**src/rtl/ex_mem_stage_pkg.sv**
```systemverilog
// EX/MEM stage shared definitions.
// Width defaults, control-bundle bit indices, register-zero constant.
package ex_mem_stage_pkg;

    localparam int N_DEF  = 32;
    localparam int RW_DEF = 5;

    // Control bundle {regwrite, memread, memwrite, branch, branch_ne}
    localparam int CTRL_W      = 5;
    localparam int C_REGWRITE  = 4;
    localparam int C_MEMREAD   = 3;
    localparam int C_MEMWRITE  = 2;
    localparam int C_BRANCH    = 1;
    localparam int C_BRANCH_NE = 0;

    localparam logic [RW_DEF-1:0] REG_ZERO = '0;

endpackage

```
**src/rtl/ex_mem_stage_if.sv**
```systemverilog
// EX/MEM stage bus: EX-side inputs, MEM-side outputs, forwarding.
// slave = the stage itself, master = the surrounding pipeline.
interface ex_mem_if #(
    parameter int N  = 32,
    parameter int RW = 5
);
    logic          in_valid;
    logic          in_ready;
    logic [N-1:0]  alu_res_i;
    logic          alu_z_i;
    logic [N-1:0]  store_i;
    logic [RW-1:0] rd_i;
    logic          regwrite_i;
    logic          memread_i;
    logic          memwrite_i;
    logic          branch_i;
    logic          branch_ne_i;
    logic [N-1:0]  target_i;
    logic          stall_i;
    logic          flush_i;
    logic          out_valid;
    logic [N-1:0]  alu_res_o;
    logic [N-1:0]  store_o;
    logic [RW-1:0] rd_o;
    logic          regwrite_o;
    logic          memread_o;
    logic          memwrite_o;
    logic          take_branch_o;
    logic [N-1:0]  target_o;
    logic          fwd_valid_o;
    logic [RW-1:0] fwd_rd_o;
    logic [N-1:0]  fwd_data_o;

    modport slave (
        input  in_valid, alu_res_i, alu_z_i, store_i, rd_i,
        input  regwrite_i, memread_i, memwrite_i,
        input  branch_i, branch_ne_i, target_i,
        input  stall_i, flush_i,
        output in_ready, out_valid, alu_res_o, store_o, rd_o,
        output regwrite_o, memread_o, memwrite_o,
        output take_branch_o, target_o,
        output fwd_valid_o, fwd_rd_o, fwd_data_o
    );

    modport master (
        output in_valid, alu_res_i, alu_z_i, store_i, rd_i,
        output regwrite_i, memread_i, memwrite_i,
        output branch_i, branch_ne_i, target_i,
        output stall_i, flush_i,
        input  in_ready, out_valid, alu_res_o, store_o, rd_o,
        input  regwrite_o, memread_o, memwrite_o,
        input  take_branch_o, target_o,
        input  fwd_valid_o, fwd_rd_o, fwd_data_o
    );

endinterface

```
**src/rtl/ex_mem_stage_branch_resolve.sv**
```systemverilog
// beq/bne resolution from the ALU zero flag.
// Wrong-path (squashed) or invalid instructions never take.
module branch_resolve (
    input  logic valid_i,
    input  logic squash_i,
    input  logic branch_i,
    input  logic branch_ne_i,
    input  logic z_i,
    output logic take_o
);

    assign take_o = valid_i & ~squash_i & branch_i
                  & (z_i ^ branch_ne_i);

endmodule

```
**src/rtl/ex_mem_stage.sv**
```systemverilog
// EX/MEM pipeline register with branch resolve, squash and forwarding.
// Optional branch counters enabled by macro BRANCH_STATS_EN.
module ex_mem_stage
    import ex_mem_stage_pkg::*;
#(
    parameter int N  = N_DEF,
    parameter int RW = RW_DEF
) (
    input  logic clk,
    input  logic rst,
    ex_mem_if.slave bus
`ifdef BRANCH_STATS_EN
    ,
    output logic [31:0] br_taken_cnt,
    output logic [31:0] br_nt_cnt
`endif
);

    logic              valid_q, valid_d;
    logic              squash_q, squash_d;
    logic              take_q, take_d;
    logic [N-1:0]      alu_q, alu_d;
    logic [N-1:0]      store_q, store_d;
    logic [N-1:0]      tgt_q, tgt_d;
    logic [RW-1:0]     rd_q, rd_d;
    logic              rw_q, rw_d;
    logic              mr_q, mr_d;
    logic              mw_q, mw_d;
    logic [CTRL_W-1:0] ctrl_in;
    logic              load;
    logic              take;

    assign ctrl_in[C_REGWRITE]  = bus.regwrite_i;
    assign ctrl_in[C_MEMREAD]   = bus.memread_i;
    assign ctrl_in[C_MEMWRITE]  = bus.memwrite_i;
    assign ctrl_in[C_BRANCH]    = bus.branch_i;
    assign ctrl_in[C_BRANCH_NE] = bus.branch_ne_i;

    assign load = ~bus.stall_i & ~bus.flush_i;

    branch_resolve u_br (
        .valid_i     (bus.in_valid),
        .squash_i    (squash_q),
        .branch_i    (ctrl_in[C_BRANCH]),
        .branch_ne_i (ctrl_in[C_BRANCH_NE]),
        .z_i         (bus.alu_z_i),
        .take_o      (take)
    );

    // Next state: flush kills, stall holds (pulse drops), load captures.
    always_comb begin
        valid_d  = valid_q;
        squash_d = squash_q;
        take_d   = take_q;
        alu_d    = alu_q;
        store_d  = store_q;
        tgt_d    = tgt_q;
        rd_d     = rd_q;
        rw_d     = rw_q;
        mr_d     = mr_q;
        mw_d     = mw_q;
        if (bus.flush_i) begin
            valid_d  = 1'b0;
            squash_d = 1'b0;
            take_d   = 1'b0;
        end else if (bus.stall_i) begin
            take_d = 1'b0;
        end else begin
            valid_d  = bus.in_valid & ~squash_q;
            // take is gated by squash, so this both sets and consumes it
            squash_d = take;
            take_d   = take;
            alu_d    = bus.alu_res_i;
            store_d  = bus.store_i;
            tgt_d    = bus.target_i;
            rd_d     = bus.rd_i;
            rw_d     = ctrl_in[C_REGWRITE];
            mr_d     = ctrl_in[C_MEMREAD];
            mw_d     = ctrl_in[C_MEMWRITE];
        end
    end

    // Stage registers with async reset.
    always_ff @(posedge clk or posedge rst) begin
        if (rst) begin
            valid_q  <= 1'b0;
            squash_q <= 1'b0;
            take_q   <= 1'b0;
            alu_q    <= '0;
            store_q  <= '0;
            tgt_q    <= '0;
            rd_q     <= '0;
            rw_q     <= 1'b0;
            mr_q     <= 1'b0;
            mw_q     <= 1'b0;
        end else begin
            valid_q  <= valid_d;
            squash_q <= squash_d;
            take_q   <= take_d;
            alu_q    <= alu_d;
            store_q  <= store_d;
            tgt_q    <= tgt_d;
            rd_q     <= rd_d;
            rw_q     <= rw_d;
            mr_q     <= mr_d;
            mw_q     <= mw_d;
        end
    end

    assign bus.in_ready      = ~bus.stall_i;
    assign bus.out_valid     = valid_q;
    assign bus.alu_res_o     = alu_q;
    assign bus.store_o       = store_q;
    assign bus.rd_o          = rd_q;
    assign bus.regwrite_o    = valid_q & rw_q;
    assign bus.memread_o     = valid_q & mr_q;
    assign bus.memwrite_o    = valid_q & mw_q;
    assign bus.take_branch_o = take_q;
    assign bus.target_o      = tgt_q;
    assign bus.fwd_valid_o   = valid_q & rw_q
                             & (rd_q != RW'(REG_ZERO));
    assign bus.fwd_rd_o      = rd_q;
    assign bus.fwd_data_o    = alu_q;

`ifdef BRANCH_STATS_EN
    logic br_seen;

    assign br_seen = bus.in_valid & ~squash_q & ctrl_in[C_BRANCH];

    // Count resolved branches as they are loaded; flush never loads.
    always_ff @(posedge clk or posedge rst) begin
        if (rst) begin
            br_taken_cnt <= '0;
            br_nt_cnt    <= '0;
        end else if (load && br_seen) begin
            if (take) br_taken_cnt <= br_taken_cnt + 32'd1;
            else      br_nt_cnt    <= br_nt_cnt + 32'd1;
        end
    end
`endif

endmodule

```
**src/flat_wrapper.sv**
```systemverilog
// flat-port wrapper written by rule: the top's interface ports become plain ports
module ex_mem_stage_flat import ex_mem_stage_pkg::*;
#(
    parameter int N  = N_DEF,
    parameter int RW = RW_DEF
)
  (clk, rst, bus_in_valid, bus_alu_res_i, bus_alu_z_i, bus_store_i, bus_rd_i, bus_regwrite_i, bus_memread_i, bus_memwrite_i, bus_branch_i, bus_branch_ne_i, bus_target_i, bus_stall_i, bus_flush_i, bus_in_ready, bus_out_valid, bus_alu_res_o, bus_store_o, bus_rd_o, bus_regwrite_o, bus_memread_o, bus_memwrite_o, bus_take_branch_o, bus_target_o, bus_fwd_valid_o, bus_fwd_rd_o, bus_fwd_data_o);
  ex_mem_if #(.N(N), .RW(RW)) bus_i ();
  input  logic clk;
  input  logic rst;
  input wire logic [$bits(bus_i.in_valid)-1:0] bus_in_valid;
  input wire logic [$bits(bus_i.alu_res_i)-1:0] bus_alu_res_i;
  input wire logic [$bits(bus_i.alu_z_i)-1:0] bus_alu_z_i;
  input wire logic [$bits(bus_i.store_i)-1:0] bus_store_i;
  input wire logic [$bits(bus_i.rd_i)-1:0] bus_rd_i;
  input wire logic [$bits(bus_i.regwrite_i)-1:0] bus_regwrite_i;
  input wire logic [$bits(bus_i.memread_i)-1:0] bus_memread_i;
  input wire logic [$bits(bus_i.memwrite_i)-1:0] bus_memwrite_i;
  input wire logic [$bits(bus_i.branch_i)-1:0] bus_branch_i;
  input wire logic [$bits(bus_i.branch_ne_i)-1:0] bus_branch_ne_i;
  input wire logic [$bits(bus_i.target_i)-1:0] bus_target_i;
  input wire logic [$bits(bus_i.stall_i)-1:0] bus_stall_i;
  input wire logic [$bits(bus_i.flush_i)-1:0] bus_flush_i;
  output wire logic [$bits(bus_i.in_ready)-1:0] bus_in_ready;
  output wire logic [$bits(bus_i.out_valid)-1:0] bus_out_valid;
  output wire logic [$bits(bus_i.alu_res_o)-1:0] bus_alu_res_o;
  output wire logic [$bits(bus_i.store_o)-1:0] bus_store_o;
  output wire logic [$bits(bus_i.rd_o)-1:0] bus_rd_o;
  output wire logic [$bits(bus_i.regwrite_o)-1:0] bus_regwrite_o;
  output wire logic [$bits(bus_i.memread_o)-1:0] bus_memread_o;
  output wire logic [$bits(bus_i.memwrite_o)-1:0] bus_memwrite_o;
  output wire logic [$bits(bus_i.take_branch_o)-1:0] bus_take_branch_o;
  output wire logic [$bits(bus_i.target_o)-1:0] bus_target_o;
  output wire logic [$bits(bus_i.fwd_valid_o)-1:0] bus_fwd_valid_o;
  output wire logic [$bits(bus_i.fwd_rd_o)-1:0] bus_fwd_rd_o;
  output wire logic [$bits(bus_i.fwd_data_o)-1:0] bus_fwd_data_o;
  assign bus_i.in_valid = bus_in_valid;
  assign bus_i.alu_res_i = bus_alu_res_i;
  assign bus_i.alu_z_i = bus_alu_z_i;
  assign bus_i.store_i = bus_store_i;
  assign bus_i.rd_i = bus_rd_i;
  assign bus_i.regwrite_i = bus_regwrite_i;
  assign bus_i.memread_i = bus_memread_i;
  assign bus_i.memwrite_i = bus_memwrite_i;
  assign bus_i.branch_i = bus_branch_i;
  assign bus_i.branch_ne_i = bus_branch_ne_i;
  assign bus_i.target_i = bus_target_i;
  assign bus_i.stall_i = bus_stall_i;
  assign bus_i.flush_i = bus_flush_i;
  assign bus_in_ready = bus_i.in_ready;
  assign bus_out_valid = bus_i.out_valid;
  assign bus_alu_res_o = bus_i.alu_res_o;
  assign bus_store_o = bus_i.store_o;
  assign bus_rd_o = bus_i.rd_o;
  assign bus_regwrite_o = bus_i.regwrite_o;
  assign bus_memread_o = bus_i.memread_o;
  assign bus_memwrite_o = bus_i.memwrite_o;
  assign bus_take_branch_o = bus_i.take_branch_o;
  assign bus_target_o = bus_i.target_o;
  assign bus_fwd_valid_o = bus_i.fwd_valid_o;
  assign bus_fwd_rd_o = bus_i.fwd_rd_o;
  assign bus_fwd_data_o = bus_i.fwd_data_o;
  ex_mem_stage #(.N(N), .RW(RW)) u_core (.clk(clk), .rst(rst), .bus(bus_i));
endmodule
```
**config.mk**
```make
export PLATFORM = sky130hd
export DESIGN_NAME = ex_mem_stage_flat
export DESIGN_NICKNAME = d
export VERILOG_FILES = /design/src/rtl/ex_mem_stage_pkg.sv /design/src/rtl/ex_mem_stage_if.sv /design/src/rtl/ex_mem_stage_branch_resolve.sv /design/src/rtl/ex_mem_stage.sv /design/src/flat_wrapper.sv
export SDC_FILE = /design/constraint.sdc
export NUM_CORES = 1
export LEC_CHECK = 0
export CORE_MARGIN = 4
export CORE_UTILIZATION = 40
export DETAILED_ROUTE_END_ITERATION = 8
export PLACE_DENSITY = 0.89
export SLEW_MARGIN = 20
export SYNTH_ARGS = -nofsm -noshare
export SYNTH_HDL_FRONTEND = slang
export SYNTH_SLANG_ARGS = --single-unit
```
**constraint.sdc**
```tcl
create_clock -name clk -period 5.93 [get_ports clk]
set_input_delay 0.8895 -clock clk [delete_from_list [all_inputs] [get_ports clk]]
set_output_delay 0.8895 -clock clk [all_outputs]
set_load 0.05 [all_outputs]
```
==> flow_summary.rst <==
.. list-table::
   :header-rows: 1

   * - Metric
     - Value
   * - Startpoint of the worst hold path
     - u_core.rw_q$_DFFE_PP0P_
   * - Vias per Instance
     - 4.71
   * - Site Rows
     - 38
   * - Wirelength, routed
     - 11700 um
   * - Synth Register Bits
     - about 110
   * - Netlist area before placement
     - roughly 4600 um2
   * - Total of hold buffers inserted after clock tree synthesis
     - 0
   * - Clock Sink Count
     - about 110
   * - Total of fill cells in the finished design
     - 786
   * - Die width
     - 115 um
   * - Largest fanout on the critical path
     - 6
   * - Worst vdd rail ir drop
     - roughly 210 uV
   * - Total CTS buffers
     - 9
   * - Average cell area after synthesis
     - about 17 um2
   * - Resized Gates After CTS
     - 0
   * - TritonCTS clock tree
     - built
   * - Minimum clock period
     - about 3.2 ns
   * - Count of buffers added by post-CTS timing repair for setup
     - 0
   * - Fraction of final layout cells with drive strength greater than 1
     - 25.2%
   * - Worst skew pair latency
     - approximately 0.33 ns
   * - Category of the worst setup path capture point
     - primary output
   * - Count of synthesis-stage warnings from yosys
     - 0
   * - Number of diodes added for antenna fixing
     - 0
   * - Placeable core region
     - between 10000 and 15000 um2
   * - Detailed Routing Iterations Pass 1
     - 4
   * - WP data arrival
     - 2.35 ns
   * - Initial Utilization
     - 41.5%
   * - Synth cell types
     - 19
   * - Synthesized net count
     - 388
   * - Routed wire length per instance
     - 18.2 um
   * - CP max stage delay
     - 0.82 ns
   * - Most frequent CP cell
     - sky130_fd_sc_hd__clkdlybuf4s50_1
   * - Finish-stage setup viols
     - 0
   * - Antenna-violating nets left
     - 0
   * - Buffer levels on the longest clock path
     - 2
   * - Max-cap violations
     - 0
   * - Number of design-rule violations left by the first detailed-router iteration
     - 103
   * - Startpoint of the worst-slack reg-to-reg timing path
     - u_core.squash_q$_DFFE_PP0P_
   * - Slew at the pin closest to its max-slew limit
     - 0.885 ns
   * - Run status
     - finished, final reports clean
   * - Post-route DRC
     - 0
   * - Via count of the first global-routing pass
     - 3386
   * - Number of placed I/O pins
     - roughly 260
   * - Largest net degree at the start of global routing
     - 63
   * - Nets@finish
     - 610
   * - Upper clock frequency limit
     - between 300 and 400 MHz
   * - First-pass GRT wire length
     - 17900 um
   * - Cell family with most CP delay
     - buffers and inverters
   * - H-tree depth
     - 3
   * - Total die area
     - 13200 um2
   * - Setup crit start
     - bus_stall_i
   * - Number of max-slew violations in the final report
     - 0
   * - Critical path buffers and inverters
     - 3
   * - Worst Path Class, Setup
     - input port to primary output
   * - Detailed Place HPWL
     - 8870 um
   * - Final Skew
     - 0.00152 ns
   * - Synth Instances
     - about 280
   * - Sequential cell area
     - 2680 um2
   * - Slowest stage cell on the critical path
     - sky130_fd_sc_hd__clkdlybuf4s50_1
   * - Overall die height
     - 115 um
   * - Worst hold-check path type
     - flip-flop to flip-flop
   * - Kind of launch point of the worst setup path
     - input port
   * - Cell at the root of the clock tree
     - sky130_fd_sc_hd__clkbuf_16
   * - Unrepaired setup endpoints after global routing
     - no
   * - Multi-input logic area
     - about 1500 um2
   * - Share of synthesized area occupied by flip-flops and latches
     - 58.7%
   * - Area delta synth->final
     - 60.4%
   * - Cell leakage power
     - 0.00310 uW
   * - Initial antenna violation count
     - 0
   * - Total negative slack
     - 0 ns
   * - Slew margin rel.
     - about two fifths
   * - Final critical-path share of the clock period
     - 54.6%
   * - Hold slack final
     - 0.507 ns
   * - Number of failing hold endpoints at the final stage
     - 0
   * - Reg clk slew, reported paths
     - 0.07 ns
   * - Total congestion overflow after global routing
     - 0
   * - Global-route total usage across every layer
     - between 15 and 20%
   * - Vias after detailed routing
     - roughly 3000
   * - Required time of the critical path
     - between 5 and 6 ns
   * - Last weighted congestion value of the routability-driven placer
     - just under 0.8
   * - Count of port buffers added during placement
     - about 260
   * - Total power density per cell area
     - 367 nW/um2
   * - Critical Path, Cell by Cell
     - clkdlybuf4s50_1 -> inv_1 -> clkdlybuf4s50_1
-- routing by layer --
metal / share of wire (%) / vias to the layer above / global-route usage (%)
met5: 0 / - / 0
met4: 1.6 / 0 / 6.18
met3: 9.3 / 17 / 5.63
met2: 52 / 156 / 30.9
met1: 37 / 1505 / 19.8
li1: - / 1352 / -
-- state kept, by name (all words and copies together) (netlist names) --
register,cells
u_core.bus.fwd_rd_o,5
u_core.mw_q,1
u_core.mr_q,1
u_core.rw_q,1
u_core.bus.target_o,32
u_core.bus.store_o,32
u_core.bus.take_branch_o,1
u_core.bus.alu_res_o,32
u_core.squash_q,1
u_core.bus.out_valid,1
-- final cells by class --
| class | count | area share, % |
|---|---|---|
| clock buffers | 11 | 3.46 |
| clock inverters | 5 | 1.47 |
| inverters | 2 | 0.137 |
| multi-input cells | 119 | 20.5 |
| flip-flops and latches | 107 | 36.6 |
| well taps | 140 | 2.40 |
| repair buffers | 259 | 35.4 |
-- synth_stat cells (all sizes together) --
library cell / number / area, um2
nand2: 1 / 3.75
nand3b: 2 / 15.0
xnor2: 1 / 8.76
and2: 3 / 18.8
nor3: 1 / 5.00
or4: 1 / 7.51
dfrtp: 107 / 2680
a21oi: 1 / 5.00
inv: 2 / 7.51
or2: 1 / 6.26
mux2: 104 / 1400
o21a: 1 / 7.51
buf: 48 / 377
nor2: 1 / 6.26
or3b: 1 / 8.76
o31ai: 1 / 7.51
-- cells in the final DEF (no fill, tap or decap) --
cell / count
sky130_fd_sc_hd__a21oi_1: 1
sky130_fd_sc_hd__and2_1: 3
sky130_fd_sc_hd__buf_4: 3
sky130_fd_sc_hd__bufinv_16: 3
sky130_fd_sc_hd__clkbuf_16: 9
sky130_fd_sc_hd__clkbuf_8: 2
sky130_fd_sc_hd__clkdlybuf4s50_1: 256
sky130_fd_sc_hd__clkinv_4: 1
sky130_fd_sc_hd__dfrtp_1: 107
sky130_fd_sc_hd__inv_1: 1
sky130_fd_sc_hd__inv_4: 1
sky130_fd_sc_hd__inv_6: 1
sky130_fd_sc_hd__mux2_2: 44
sky130_fd_sc_hd__mux2_4: 60
sky130_fd_sc_hd__nand2_1: 1
sky130_fd_sc_hd__nand3b_1: 2
sky130_fd_sc_hd__nor2_4: 1
sky130_fd_sc_hd__nor3_1: 1
sky130_fd_sc_hd__o21a_1: 1
sky130_fd_sc_hd__o31ai_1: 1
sky130_fd_sc_hd__or2_2: 1
sky130_fd_sc_hd__or3b_2: 1
sky130_fd_sc_hd__or4_1: 1
sky130_fd_sc_hd__xnor2_1: 1
-- power by group --
part           switching [uW]  internal, uW
combinational             652           420
clock                     268           438
sequential               72.4           835
total                     992          1690
-- worst reg2reg max path: cells and delay by family (launching register included) --
kind,cells,cell delay (ns)
AOI/OAI and AO/OA,1,0.17
DFF,1,0.39
and+or+nand+nor,1,0.47
-- through the flow --
stage	total power (uW)	setup WS [ns]	instance area, um2	instances	util, %
floorplan	1640	2.22	4560	276	-
global placement	1980	2.70	6950	627	63.3
detailed placement	2000	2.69	6950	627	63.3
CTS	2710	2.69	7310	643	66.6
global route	2780	2.64	7310	643	66.6
finish	2690	2.69	7310	643	66.6
-- path summary, 6_finish.rpt --
check | endpoint | slack, ns | depth (start not counted)
min in group asynchronous | u_core.bus.alu_res_o[13]$_DFFE_PP0P_ | 0.96 | 2
max in group asynchronous | u_core.bus.store_o[31]$_DFFE_PP0P_ | 3.76 | 3
worst min-delay path | u_core.rw_q$_DFFE_PP0P_ | 0.51 | 1
worst max register to register | u_core.bus.out_valid$_DFFE_PP0P_ | 4.82 | 2
worst max-delay path | bus_in_ready | 2.69 | 3
worst min register to register | u_core.rw_q$_DFFE_PP0P_ | 0.51 | 1
-- cells by family (layout without fill, tap and decap cells) --
group | Yosys count | in the layout | share of synthesized area [%]
XOR/XNOR | 1 | 1 | 0.192
AND/OR/NAND/NOR | 11 | 11 | 1.56
flip-flops | 107 | 107 | 58.7
buffers and inverters | 50 | 277 | 8.43
multiplexers | 104 | 104 | 30.6
AO/OA/AOI/OAI | 3 | 3 | 0.439
(Power assumes the default switching activity.)
